[src/rtl/buzzer_pkg.sv]
// Shared constants and the note-code to half-period mapping for the buzzer tone generator.
// The mapping is a pure function so the ROM and any reference logic agree by construction.
package buzzer_pkg;

  localparam logic [5:0] NOTE_SILENT   = 6'd0;
  localparam int         NOTES_PER_OCT = 12;

  // C4..B4 in millihertz; higher octaves are derived by right-shifting the half-period.
  localparam int unsigned BASE_MHZ [0:11] = '{
    261626, 277183, 293665, 311127, 329628, 349228,
    369994, 391995, 415305, 440000, 466164, 493883
  };

  function automatic logic [31:0] note_half_period(input logic [5:0] n,
                                                   input int unsigned clk_hz);
    logic [5:0]  nm1;
    logic [3:0]  idx;
    logic [2:0]  oct;
    logic [63:0] num;
    if (n == NOTE_SILENT) return 32'd0;
    nm1 = n - 6'd1;
    idx = 4'(nm1 % 6'(NOTES_PER_OCT));
    oct = 3'(nm1 / 6'(NOTES_PER_OCT));
    // half-period = clk_hz / (2 * f) with f in mHz -> clk_hz * 500 / f_mhz
    num = 64'(clk_hz) * 64'd500;
    return 32'((num / 64'(BASE_MHZ[idx])) >> oct);
  endfunction

endpackage

[src/rtl/buzzer_note_rom.sv]
// Combinational lookup from 6-bit note code to half-period in clk cycles.
// Kept separate so the map can be exercised on its own.
module buzzer_note_rom
  import buzzer_pkg::*;
#(
  parameter int unsigned CLK_HZ = 100_000_000,
  parameter int unsigned HALF_W = 24
) (
  input  logic [5:0]        note_i,
  output logic [HALF_W-1:0] half_o
);

  always_comb begin
    half_o = '0;
    for (int i = 0; i < 64; i++) begin
      if (note_i == 6'(i)) half_o = HALF_W'(note_half_period(6'(i), CLK_HZ));
    end
  end

endmodule

[src/rtl/buzzer_tone_gen.sv]
// Piezo square-wave generator: synchronises and qualifies the sequencer note code,
// maps it to a half-period and toggles the buzzer pad from a phase counter.
module buzzer_tone_gen
  import buzzer_pkg::*;
#(
  parameter int unsigned CLK_HZ = 100_000_000,
  parameter int unsigned HALF_W = 24
) (
  input  logic       clk,
  input  logic       reset_n,
  input  logic       enabled,
  input  logic [5:0] note,
  output logic       buzzer,
  output logic       tone_on,
  output logic [5:0] note_cur
);

  logic [5:0]        s1_q, s2_q, s3_q;
  logic              en_q;
  logic [5:0]        note_cur_q, note_cur_d;
  logic [HALF_W-1:0] half_q, half_d;
  logic [HALF_W-1:0] cnt_q, cnt_d;
  logic              buzzer_q, buzzer_d;
  logic              tone_on_q, tone_on_d;
  logic [HALF_W-1:0] period_w;
  logic              accept_w;

  buzzer_note_rom #(
    .CLK_HZ (CLK_HZ),
    .HALF_W (HALF_W)
  ) u_rom (
    .note_i (s2_q),
    .half_o (period_w)
  );

  // A code is taken only once it has survived two consecutive samples.
  assign accept_w = (s2_q == s3_q) && (s2_q != note_cur_q);

  always_comb begin
    note_cur_d = note_cur_q;
    half_d     = half_q;
    cnt_d      = cnt_q;
    buzzer_d   = buzzer_q;
    tone_on_d  = tone_on_q;
    if (accept_w) begin
      note_cur_d = s2_q;
      half_d     = period_w;
      cnt_d      = '0;
      buzzer_d   = (s2_q != NOTE_SILENT) && enabled;
      tone_on_d  = (s2_q != NOTE_SILENT);
    end else if (!tone_on_q || !enabled) begin
      cnt_d    = '0;
      buzzer_d = 1'b0;
    end else if (!en_q) begin
      // Re-enable starts a fresh high phase rather than resuming mid-period.
      cnt_d    = '0;
      buzzer_d = 1'b1;
    end else if (cnt_q == half_q - HALF_W'(1)) begin
      cnt_d    = '0;
      buzzer_d = ~buzzer_q;
    end else begin
      cnt_d = cnt_q + HALF_W'(1);
    end
  end

  always_ff @(posedge clk) begin
    if (!reset_n) begin
      s1_q       <= '0;
      s2_q       <= '0;
      s3_q       <= '0;
      en_q       <= 1'b0;
      note_cur_q <= '0;
      half_q     <= '0;
      cnt_q      <= '0;
      buzzer_q   <= 1'b0;
      tone_on_q  <= 1'b0;
    end else begin
      s1_q       <= note;
      s2_q       <= s1_q;
      s3_q       <= s2_q;
      en_q       <= enabled;
      note_cur_q <= note_cur_d;
      half_q     <= half_d;
      cnt_q      <= cnt_d;
      buzzer_q   <= buzzer_d;
      tone_on_q  <= tone_on_d;
    end
  end

  assign buzzer   = buzzer_q;
  assign tone_on  = tone_on_q;
  assign note_cur = note_cur_q;

endmodule

[config.mk]
export PLATFORM = sky130hd
export DESIGN_NAME = buzzer_tone_gen
export DESIGN_NICKNAME = d
export VERILOG_FILES = /design/src/rtl/buzzer_pkg.sv /design/src/rtl/buzzer_note_rom.sv /design/src/rtl/buzzer_tone_gen.sv
export SDC_FILE = /design/constraint.sdc
export NUM_CORES = 1
export LEC_CHECK = 0
export ABC_AREA = 1
export CAP_MARGIN = 0
export CELL_PAD_IN_SITES_DETAIL_PLACEMENT = 1
export CELL_PAD_IN_SITES_GLOBAL_PLACEMENT = 2
export CORE_MARGIN = 2
export CORE_UTILIZATION = 34
export CTS_CLUSTER_DIAMETER = 150
export DETAILED_ROUTE_END_ITERATION = 7
export GPL_TIMING_DRIVEN = 0
export PLACE_DENSITY = 0.84
export SYNTH_ARGS = -nofsm -noshare
export SYNTH_HDL_FRONTEND = slang
export SYNTH_SLANG_ARGS = --single-unit
[constraint.sdc]
create_clock -name clk -period 2.7 [get_ports clk]
set_clock_uncertainty 0.05 [all_clocks]
set_input_delay 0.405 -clock clk [delete_from_list [all_inputs] [get_ports clk]]
set_output_delay 0.405 -clock clk [all_outputs]
set_load 0.1 [all_outputs]
# Word level (Yosys, flattened, before mapping)
# Cells that the tools add are included.
# classes
n_mux	70
order_cmp	0
div	0
multipliers	0
shifts	0
reduce_logical	8
n_eq_ne	67
n_addsub	2
bitwise	3
# ops
operator	n
$mux 24	64
$eq 6x6->1 const B	32
$eq 6x5->1 const B	16
$eq 6x4->1 const B	8
$add 24x1->24 const B	1
$eq 24x24->1	1
$eq 6x3->1 const B	4
$sub 24x1->24 const B	1
$mux 13	1
$eq 6x2->1 const B	2
$eq 6x1->1 const B	1
$eq 6x6->1	1
$logic_not 6->1	1
$ne 6x6->1	1
$reduce_bool 6->1	1
$mux 1	5
$reduce_or 5->1	1
$ne 4x1->1 const B	1
$not 1->1	3
$logic_and 1x1->1	2
$logic_not 1->1	2
$logic_or 1x1->1	1
# totals
reg_bits	75
word_cells	159
ramBits	0
memories	0
inputBits	9
rom_bits	0
latchBits	0
output_inout_bits	8

# Longest topological paths before layout
# Gate-level depths: netlist of the first run.
# depth
word_depth	67
depth_mapped	17
ltp_nobuf	17

# Cells and area by module
# From an unflattened synthesis of the first run, not the netlist that was laid out.
# unflattened
cells_unflattened	945
hier_area_um2	5725.5
# modules_own_cells
mod	n_inst	cells_per_inst	area_per_inst_um2	seq_area_each_um2
buzzer_tone_gen	1	578	4026.4	1501.4
buzzer_note_rom	1	367	1699.1	0.0

# Worst setup path after synthesis of the first run
# No wires, ideal clock.
# synth_timing
kind	reg-to-reg
startpoint	reg note_cur_q[2], in the netlist note_cur[2]
endpoint	reg cnt_q[11]
path_buffers	1
setup_time_ns	0.073
setup_slack_ns	0.198
stages_incl_launch_ff	10
t_arrival_ns	2.379
period_less_slack_ns	2.502
t_required_ns	2.577
cell_sequence	dfxtp_1 > o22ai_1 > a221oi_1 > nand4_1 > nand2_1 > nand3_1 > nor2_1 > nand3_4 > buf_6 > nor3_2
# synth_between
elab_chain_len	3
# synth_rtl
element	line	rtl
start: declaration	buzzer_tone_gen.sv:20	logic [5:0] note_cur_q, note_cur_d;
start signal: assignment	buzzer_tone_gen.sv:82	note_cur_q <= note_cur_d;
$ne 6x6->1	buzzer_tone_gen.sv:37	assign accept_w = (s2_q == s3_q) && (s2_q != note_cur_q);
$logic_and 1x1->1	buzzer_tone_gen.sv:37	
$reduce_or 5->1 (no line)	n/a	
end signal: assignment	buzzer_tone_gen.sv:84	cnt_q <= cnt_d;
end: declaration	buzzer_tone_gen.sv:22	logic [HALF_W-1:0] cnt_q, cnt_d;
# No other way between the ends.
# A chain may end at the register's enable or synchronous reset.

# Worst setup path in the final report of the first run
# layout_timing
startpoint	reg s2_q[2]
endpoint	reg half_q[11]
# layout_between
elab_chain_len	65
elab_cells_between_ends	131
cone_classes	eq/ne: 65; mux: 64; reduce/logical: 2
# layout_rtl
element	line	rtl
start: declaration	buzzer_tone_gen.sv:18	logic [5:0] s1_q, s2_q, s3_q;
start signal: assignment	buzzer_tone_gen.sv:79	s2_q <= s1_q;
$logic_not 6->1	buzzer_note_rom.sv:16	if (note_i == 6'(i)) half_o = HALF_W'(note_half_period(6'(i), CLK_HZ));
$mux 24 (64 in series)	buzzer_note_rom.sv:16	
end signal: assignment	buzzer_tone_gen.sv:83	half_q <= half_d;
end: declaration	buzzer_tone_gen.sv:21	logic [HALF_W-1:0] half_q, half_d;
# Parallel ways exist; a longest one is shown, timed or not.

==> results of run 1 <==
## Yosys cell counts, drive strengths merged, types with 2 or more instances
| cell type | count |
|---|---|
| a21oi | 29 |
| nor4 | 10 |
| ha | 2 |
| o21ai | 30 |
| dfxtp | 69 |
| a211oi | 2 |
| xor2 | 26 |
| o211ai | 3 |
| xnor2 | 12 |
| nor2 | 139 |
| inv | 124 |
| nand3 | 49 |
| nand3b | 5 |
| a31oi | 4 |
| nor3 | 39 |
| clkbuf | 8 |
| nand4 | 38 |
| or2 | 4 |
| o22ai | 3 |
| buf | 11 |
| nand2 | 194 |
## worst min-delay path: stages, from the launching register on
cell and delay [ps]:
dfxtp_1 300, nand2_1 50, inv_1 40
## layout make-up
type                            instances  share of cell area [%]
Inverter                              124                    8.10
Clock inverter                          5                   0.907
Multi-Input combinational cell        593                    54.6
Clock buffer                           10                    3.95
Buffer                                 19                    1.77
Sequential cell                        69                    23.9
Timing Repair Buffer                   17                    2.85
Tap cell                              184                    3.97
## kinds of logic (layout without fill, tap and decap cells)
family / after synthesis / after routing / share of synthesized area, %
AO/OA/AOI/OAI: 73 / 73 / 7.90
AND/OR/NAND/NOR: 480 / 480 / 46.2
adder cells (fa/ha/maj): 2 / 2 / 0.498
flip-flops: 69 / 69 / 27.5
XOR/XNOR: 38 / 38 / 6.78
buffers and inverters: 143 / 175 / 11.2
## power breakdown
group	switching (uW)	leakage, uW	internal, uW	total, uW
combinational	734	0.00202	376	1110
clock	437	0.000138	704	1140
sequential	79.0	0.000563	1090	1170
total	1250	0.00272	2170	3420
## state kept, by name (all words and copies together), names as in the netlist
register,count
s3_q,6
cnt_q,24
s2_q,6
note_cur,6
half_q,18
s1_q,6
buzzer,1
en_q,1
tone_on,1
## timing repair
| action | 4_1_cts | 5_1_grt |
|---|---|---|
| hold buffers | 0 | 0 |
| resized for setup | 0 | 31 |
| hold endpoints to repair | 0 | 0 |
| setup endpoints to repair | 0 | 34 |
| setup buffers | 0 | 2 |
## metrics by stage
| step | power [uW] | setup TNS (ps) | setup WS (ps) | instance area [um^2] |
|---|---|---|---|---|
| 3_5_place_dp | 2280 | 0 | 17.7 | 5400 |
| 3_3_place_gp | 2260 | 0 | 12.4 | 5400 |
| 6_report | 3420 | 0 | 198 | 5790 |
| 4_1_cts | 3440 | 0 | 9.30 | 5680 |
| 2_1_floorplan | 2010 | 0 | 198 | 5020 |
| 5_1_grt | 3620 | -0.645 | -0.645 | 5790 |
## metal layers
metal | vias to the layer above | wire (um)
li1 | 2635 | -
met3 | 14 | 414
met1 | 2526 | 7360
met2 | 62 | 8410
met4 | 0 | 238
met5 | - | 0
## worst paths after layout
path	slack [ps]	cells after the start	to
setup reg to reg	200	13	half_q[11]
hold reg to reg	360	2	s2_q[4]
hold / removal	360	2	s2_q[4]
setup / recovery	200	13	half_q[11]
==> results_dict.tcl, run 1 <==
set metrics [dict create \
    finalNetCount 844 \
    port_buffers 15 \
    insertion_delay_ps 340 \
    row_count 44 \
    dp_cells 1004 \
    drive_above_1_share_pct 13.9 \
    synthArstFlopShare_pct 0 \
    hpwl_um 13400 \
    cts_tree "built" \
    cts_buffers 9 \
    root_buffer "clkbuf_16" \
    overflow 0 \
    antenna_found_initial 0 \
    status "finished clean" \
    die-area_um2 15800 \
    fin_cells 1021 \
    use_met1_pct 26.0 \
    gr-usage-met2_pct 38.8 \
    gp_congestion 0.967 \
    synth-edff-count 0 \
    multi_input_area_um2 3160 \
    ys_warn_count 0 \
    wire_per_inst_um 16.1 \
    grt_max_degree 12 \
    slowest_delay_ps 380 \
    worstReg2RegStart "s2_q[2]" \
    yosysSeqAreaShare_pct 27.5 \
    grt.met3_usage_pct 3.94 \
    max-slew-margin-rel_pct 34.6 \
    drt-pass1-iter-count 4 \
    min_from "s1_q[4]" \
    crit_required_ps 2860 \
    start_util_pct 34.7 \
    syn_nets 816 \
    cap_violations 0 \
    final_common_cell "nand2_1" \
    synth_area_leaders "dfxtp_1, nand2_1, inv_1, nor2_1, nand4_1" \
    drt_iter0_drc 281 \
    ys_types 43 \
    finalSetupViolations 0 \
    p_per_area_nw_per_um2 590 \
    path_clk_slew_ps 60 \
    clock-sinks 69 \
    synthesis.area_per_instance_um2 6.24 \
    grt_busiest_layer "met2" \
    timing.final.crit_share_pct 92.7 \
    diodes 0 \
    final_cell_mix "nand2_1, inv_1, nor2_1" \
    crit_chain "inv_1, nand2_2, nor2_2, nand2_1, inv_1, nor3_1, nand4_1, nor3_1, nand4_1, nor2_1, nand4_1, nand2_1, a21oi_1" \
    grt_pass1_wl_um 27300 \
    crit_buf_inv 2 \
    mappedNetlistArea_um2 5020 \
    start_kind "flip-flop" \
    final_antenna_net_count 0 \
    arrival_ps 2660 \
    whs_ps 364 \
    chipHeight_um 126 \
    path_delay_family "simple AND/OR/NAND/NOR gates" \
    drc 0 \
    core_area_um2 14500 \
    crit_slowest_cell "dfxtp_1" \
    regArea_um2 1380 \
    clk_path_buf_depth 2 \
    grt_pass1_vias 5478 \
    htreeDepth 3 \
    synth_flop_cell "dfxtp_1" \
    yosys.area.top_type "dfxtp_1" \
    track_usage_pct 21.4 \
    fin_util_pct 40.0 \
    worstMarginPinSlew_ps 978 \
    path_max_fanout 8 \
    end_kind "flip-flop" \
    crit_top_cell "nand4_1" \
    yosys_register_bits 69 \
    finalCriticalPeriod_ps 2500 \
    hold_violations 0 \
    worstSetupPathType "flip-flop to flip-flop" \
    synthCells 805 \
    ioPinCount 17 \
    drt-total-wl_um 16400 \
    avgViaCountPerCell 5.13 \
    irDropWorstVdd_mv 0.323 \
    via_count 5237 \
    p_leak_uw 0.00272 \
    holdCritPathClass "flip-flop to flip-flop" \
    slew_violations 0 \
    fmax_mhz 400 \
    syn2layout_area_growth_pct 15.3 \
    synth_top_cell_area_share_pct 27.5 \
    setup.worst_path.start "s2_q[2]" \
    die_width_um 126 \
    num-fill-cells 1959 \
]
(Power assumes the default switching activity.)
==> run 2: changes to the inputs <==
- CTS_CLUSTER_SIZE: unset -> 20
==> results of run 2 <==
No change in the layout: final DEF, timing and power equal those of run 1.
==> run 3: changes to the inputs <==
- HOLD_SLACK_MARGIN: unset -> 0.03
- SLEW_MARGIN: unset -> 5
==> results of run 3 <==
No change in the layout: final DEF, timing and power equal those of run 1.
==> variant 1, RTL diff (flow settings as in run 3) <==
`HALF_W` is set to 24 in 2 places; all go to 12.
--- a/src/rtl/buzzer_note_rom.sv
+++ b/src/rtl/buzzer_note_rom.sv
@@ -4,7 +4,7 @@
   import buzzer_pkg::*;
 #(
   parameter int unsigned CLK_HZ = 100_000_000,
-  parameter int unsigned HALF_W = 24
+  parameter int unsigned HALF_W = 12
 ) (
   input  logic [5:0]        note_i,
   output logic [HALF_W-1:0] half_o
--- a/src/rtl/buzzer_tone_gen.sv
+++ b/src/rtl/buzzer_tone_gen.sv
@@ -4,7 +4,7 @@
   import buzzer_pkg::*;
 #(
   parameter int unsigned CLK_HZ = 100_000_000,
-  parameter int unsigned HALF_W = 24
+  parameter int unsigned HALF_W = 12
 ) (
   input  logic       clk,
   input  logic       reset_n,
Behaviour: same outputs for any inputs over 10 cycles, from zero or initial values and one cycle with reset_n low; that may be too few to reach the edited logic, so the function may still have changed.
==> variant 1 against run 3 <==
Worst setup slack improved by 0.036 ns. Sequential cell count decreased by 18. Combinational power decreased by 39%. Design area decreased by 31%. Wire length decreased by 27%. Power decreased by 42%. Synthesized area decreased by 29%. Core utilization decreased by 0.93 points. Worst hold slack improved by 0.0079 ns. Critical endpoint is now half_q[1]$_SDFFE_PN0P_. Largest cell class unchanged. Highest routed layer unchanged.
==> variant 1: results (changes against run 3) <==
The run finished with clean final reports. The logs give 16 (was 12) for the pin count of the biggest net entering global routing and 0.31 ns (was 0.34 ns) for the latest clock arrival within the worst-skew pair. The sequential-to-total area share from yosys stat was 28.83% (was 27.50%). The final period demand of the worst path came out at 2.466 ns (was 2.502 ns). The complex-gate fraction of the synthesized area is 9.011% (was 7.897%), and the level count of the clock H-tree is 2 (was 3). Dominant cells by area after synthesis: sky130_fd_sc_hd__dfxtp_1, sky130_fd_sc_hd__nand2_1, sky130_fd_sc_hd__nor2_1, sky130_fd_sc_hd__inv_1, sky130_fd_sc_hd__nand4_1 (was sky130_fd_sc_hd__dfxtp_1, sky130_fd_sc_hd__nand2_1, sky130_fd_sc_hd__inv_1, sky130_fd_sc_hd__nor2_1, sky130_fd_sc_hd__nand4_1). The net count after synthesis was 581 (was 816); the HPWL after detailed placement was 9666 um (was 13,360 um). The run gives 5950 um (was 7357 um) as the wire length on met1.

For the register-to-register path setup slack, the log shows 0.23 ns (was 0.20 ns). Registers with the highest flip-flop counts: cnt_q x12, half_q x12 (was cnt_q x24, half_q x18). The logs give 34.29% (was 34.62%) for the tightest slew margin relative to the limit and 31.45% (was 25.99%) for the global routing usage on met1. For the vias after detailed routing, the log shows 3,800 (was 5,237).

The logs give 37 (was 43) for the post-synthesis cell type count and 34.5% (was 32.5%) for the proportion of power drawn by combinational gates. For the global-route wire length before repair, the log shows 19,960 um (was 27,280 um). Global routing usage on met3: 3.311% (was 3.937%). The power drawn by the clock network is 438 uW (was 1140 uW).

For the final weighted congestion in routability-driven placement, the log shows 0.9303 (was 0.9670). The maximum fanout along the worst path is 9 (was 8). The tools report the end point of the critical path as half_q[1]$_SDFFE_PN0P_ (was half_q[11]$_SDFFE_PN0P_).

The logs give 604 (was 844) for the net count reported at finish and 5338 um (was 8410 um) for the met2 routed wirelength. The cell count of the worst reg-to-reg path works out to 14 (was 13). The data arrival time at the worst-slack endpoint was 2.62 ns (was 2.66 ns). Count of buffers inserted at the top-level ports: 16 (was 15). The area share of xor/xnor cells in the synthesized design was 6.678% (was 6.776%). Area after detailed placement: 3871 um2 (was 5403 um2). The power per standard cell area works out to 492.2 nW/um2 (was 589.9 nW/um2). For the aggregate global-route resource usage, the log shows 22.29% (was 21.36%). The per-instance average area after synthesis was 6.212 um2 (was 6.239 um2). The reported leakage power is 0.001895 uW (was 0.002723 uW). The hold path startpoint was s1_q[5]$_SDFF_PN0_ (was s1_q[4]$_SDFF_PN0_).

The tools report the met3 wire length as 472 um (was 414 um). The adder and majority gate portion of the synthesized area was 0.7067% (was 0.4983%); the number of global-route vias before repair was 4,003 (was 5,478). The setup slack at placement was 0.09084 ns (was 0.01765 ns).
-- variant 1: cell types whose count changed after synthesis, moves of 13 or more --
cell                      change
sky130_fd_sc_hd__nand2_1     -55
sky130_fd_sc_hd__inv_1       -45
sky130_fd_sc_hd__nor2_1      -26
sky130_fd_sc_hd__dfxtp_1     -18
sky130_fd_sc_hd__nor3_1      -16
sky130_fd_sc_hd__nand3_1     -13
-- variant 1: how the worst min path moves through the flow --
stage / to / slack [ns] / cells after the start
floorplan: s2_q[0]$_SDFF_PN0_ / 0.34 / 2
global placement: s2_q[4]$_SDFF_PN0_ / 0.35 / 2
detailed placement: s2_q[5]$_SDFF_PN0_ / 0.35 / 2
CTS: s2_q[4]$_SDFF_PN0_ / 0.38 / 2
global route: s2_q[4]$_SDFF_PN0_ / 0.39 / 2
finish: s2_q[5]$_SDFF_PN0_ / 0.37 / 2
-- variant 1: repair_timing --
item / in CTS / in global routing
setup endpoints to repair: 0 / 17
endpoints found under the hold margin: 0 / 0
resized for setup: 0 / 11
-- variant 1: cells by family (layout without fill, tap and decap cells) --
| logic type | after synthesis | in the layout |
|---|---|---|
| buffers and inverters | 98 | 122 |
| flip-flops | 51 | 51 |
| XOR/XNOR | 27 | 27 |
| adder cells (fa/ha/maj) | 2 | 2 |
| AND/OR/NAND/NOR | 336 | 336 |
| AO/OA/AOI/OAI | 56 | 56 |
-- variant 1: layout make-up --
| type | instances | area (um2) |
|---|---|---|
| inverter | 84 | 315.3 |
| multi-input combinational | 421 | 2147 |
| sequential | 51 | 1023 |
| clock buffer | 6 | 72.57 |
| buffer | 14 | 96.34 |
| fill | 1363 | 6233 |
| tap | 136 | 170.2 |
| timing repair buffer | 16 | 160.2 |
| clock inverter | 2 | 12.51 |
==> variant 2, RTL diff (config.mk and constraints of run 3) <==
Without the edit above. Add an input register stage for `enabled` and `note`, without a reset; this delays them by one clock. Comments in the files are not updated.
--- a/src/rtl/buzzer_tone_gen.sv
+++ b/src/rtl/buzzer_tone_gen.sv
@@ -14,6 +14,14 @@
   output logic       tone_on,
   output logic [5:0] note_cur
 );
+
+  logic enabled_q;
+  logic [5:0] note_q;
+
+  always_ff @(posedge clk) begin
+    enabled_q <= enabled;
+    note_q    <= note;
+  end
 
   logic [5:0]        s1_q, s2_q, s3_q;
   logic              en_q;
@@ -46,9 +54,9 @@
       note_cur_d = s2_q;
       half_d     = period_w;
       cnt_d      = '0;
-      buzzer_d   = (s2_q != NOTE_SILENT) && enabled;
+      buzzer_d   = (s2_q != NOTE_SILENT) && enabled_q;
       tone_on_d  = (s2_q != NOTE_SILENT);
-    end else if (!tone_on_q || !enabled) begin
+    end else if (!tone_on_q || !enabled_q) begin
       cnt_d    = '0;
       buzzer_d = 1'b0;
     end else if (!en_q) begin
@@ -75,10 +83,10 @@
       buzzer_q   <= 1'b0;
       tone_on_q  <= 1'b0;
     end else begin
-      s1_q       <= note;
+      s1_q       <= note_q;
       s2_q       <= s1_q;
       s3_q       <= s2_q;
-      en_q       <= enabled;
+      en_q       <= enabled_q;
       note_cur_q <= note_cur_d;
       half_q     <= half_d;
       cnt_q      <= cnt_d;
Behaviour: not the same (Yosys sat finds a counterexample within 10 cycles, from zero or initial values and one cycle with reset_n low).
==> variant 2 against run 3 <==
Critical path depth unchanged. Sequential cell count up 7. Synthesized cell count up 3.4%. Critical endpoint is now cnt_q[9]$_SDFF_PP0_. Design area up 7.6%. Synthesized area up 5.6%. Worst setup slack worse by 0.080 ns. Largest power group is now combinational cells. Die area up 5.4%. Power up 9.7%. Wire length up 9.0%.
==> variant 2: results (changes against run 3) <==
The run gives 3.451% (was 3.937%) as the global routing usage on met3. The vias after detailed routing is 5,626 (was 5,237). The post-synthesis cell type count came out at 48 (was 43). For the aggregate global-route resource usage, the log shows 22.48% (was 21.36%). The tools report the number of cells upsized or downsized after cts as 3 (was 0). Final hold slack: 0.3610 ns (was 0.3640 ns). The run gives 30.59% (was 25.99%) as the global routing usage on met1.

The logs give 0.12 ns (was 0.20 ns) for the register-to-register path setup slack and 8272 um (was 8410 um) for the met2 routed wirelength. The setup slack at placement was -0.05556 ns (was 0.01765 ns). The adder and majority gate portion of the synthesized area works out to 0.4719% (was 0.4983%). The run finished with clean final reports. The power dissipated in combinational cells was 1330 uW (was 1110 uW); the largest stage delay on the critical path was 0.36 ns (was 0.38 ns). The maximum fanout along the worst path came out at 10 (was 8). The share of final-layout standard cells stronger than drive strength 1 is 16.74% (was 13.86%). For the maximum vdd ir drop, the log shows 0.4238 mV (was 0.3229 mV). The transition time of the tightest slew-check pin was 0.9766 ns (was 0.9776 ns). For the number of instances in the placed design, the log shows 1,036 (was 1,004). The worst flop-to-flop path endpoint was cnt_q[9]$_SDFF_PP0_ (was half_q[11]$_SDFFE_PN0P_).

The wire length on met1 was 8609 um (was 7357 um). Area after detailed placement: 5698 um2 (was 5403 um2). The number of global-route vias before repair is 5,774 (was 5,478), and the data arrival time at the worst-slack endpoint is 2.77 ns (was 2.66 ns).

The count of buffers inserted at the top-level ports is 16 (was 15), and the power consumption is 3748 uW (was 3416 uW). The sequential-to-total area share from yosys stat came out at 28.69% (was 27.50%). The reported net switching power came out at 1455 uW (was 1249 uW). Most instantiated cells after synthesis: sky130_fd_sc_hd__nand2_1, sky130_fd_sc_hd__inv_1, sky130_fd_sc_hd__nor2_1 (unchanged). Reg-to-reg startpoint: half_q[9]$_SDFFE_PN0P_ (was s2_q[2]$_SDFF_PN0_). The detail-routed via count per cell works out to 5.308 (was 5.129). The run gives 33.7% (was 34.1%) as the share of total power in sequential cells.

The complex-gate fraction of the synthesized area is 7.622% (was 7.897%). The area share of xor/xnor cells in the synthesized design was 6.442% (was 6.776%).
## variant 2: cell types whose count changed after synthesis, moves of 4 or more
| cell | delta |
|---|---|
| sky130_fd_sc_hd__dfxtp_1 | +7 |
| sky130_fd_sc_hd__inv_1 | +5 |
| sky130_fd_sc_hd__nand3_1 | +15 |
| sky130_fd_sc_hd__nor2_2 | +4 |
| sky130_fd_sc_hd__nor2_4 | -6 |
| sky130_fd_sc_hd__nor3_1 | -4 |
| sky130_fd_sc_hd__o21ai_0 | -10 |
## variant 2: cell type report
cell class / instances / area, um2
plain buffers: 16 / 112.6
clock buffers: 10 / 239.0
clock inverters: 6 / 47.55
fillers: 2018 / 8969
inverters: 130 / 498.0
multi-input cells: 610 / 3354
flip-flops and latches: 76 / 1526
well taps: 188 / 235.2
repair buffers: 24 / 220.2
## variant 2: worst max-delay path, delay by kind of cell, from the launching register on
kind	cells	cell delay (ns)
xor+xnor	1	0.33
simple gates	10	1.48
flops	1	0.36
buf+inv	2	0.24
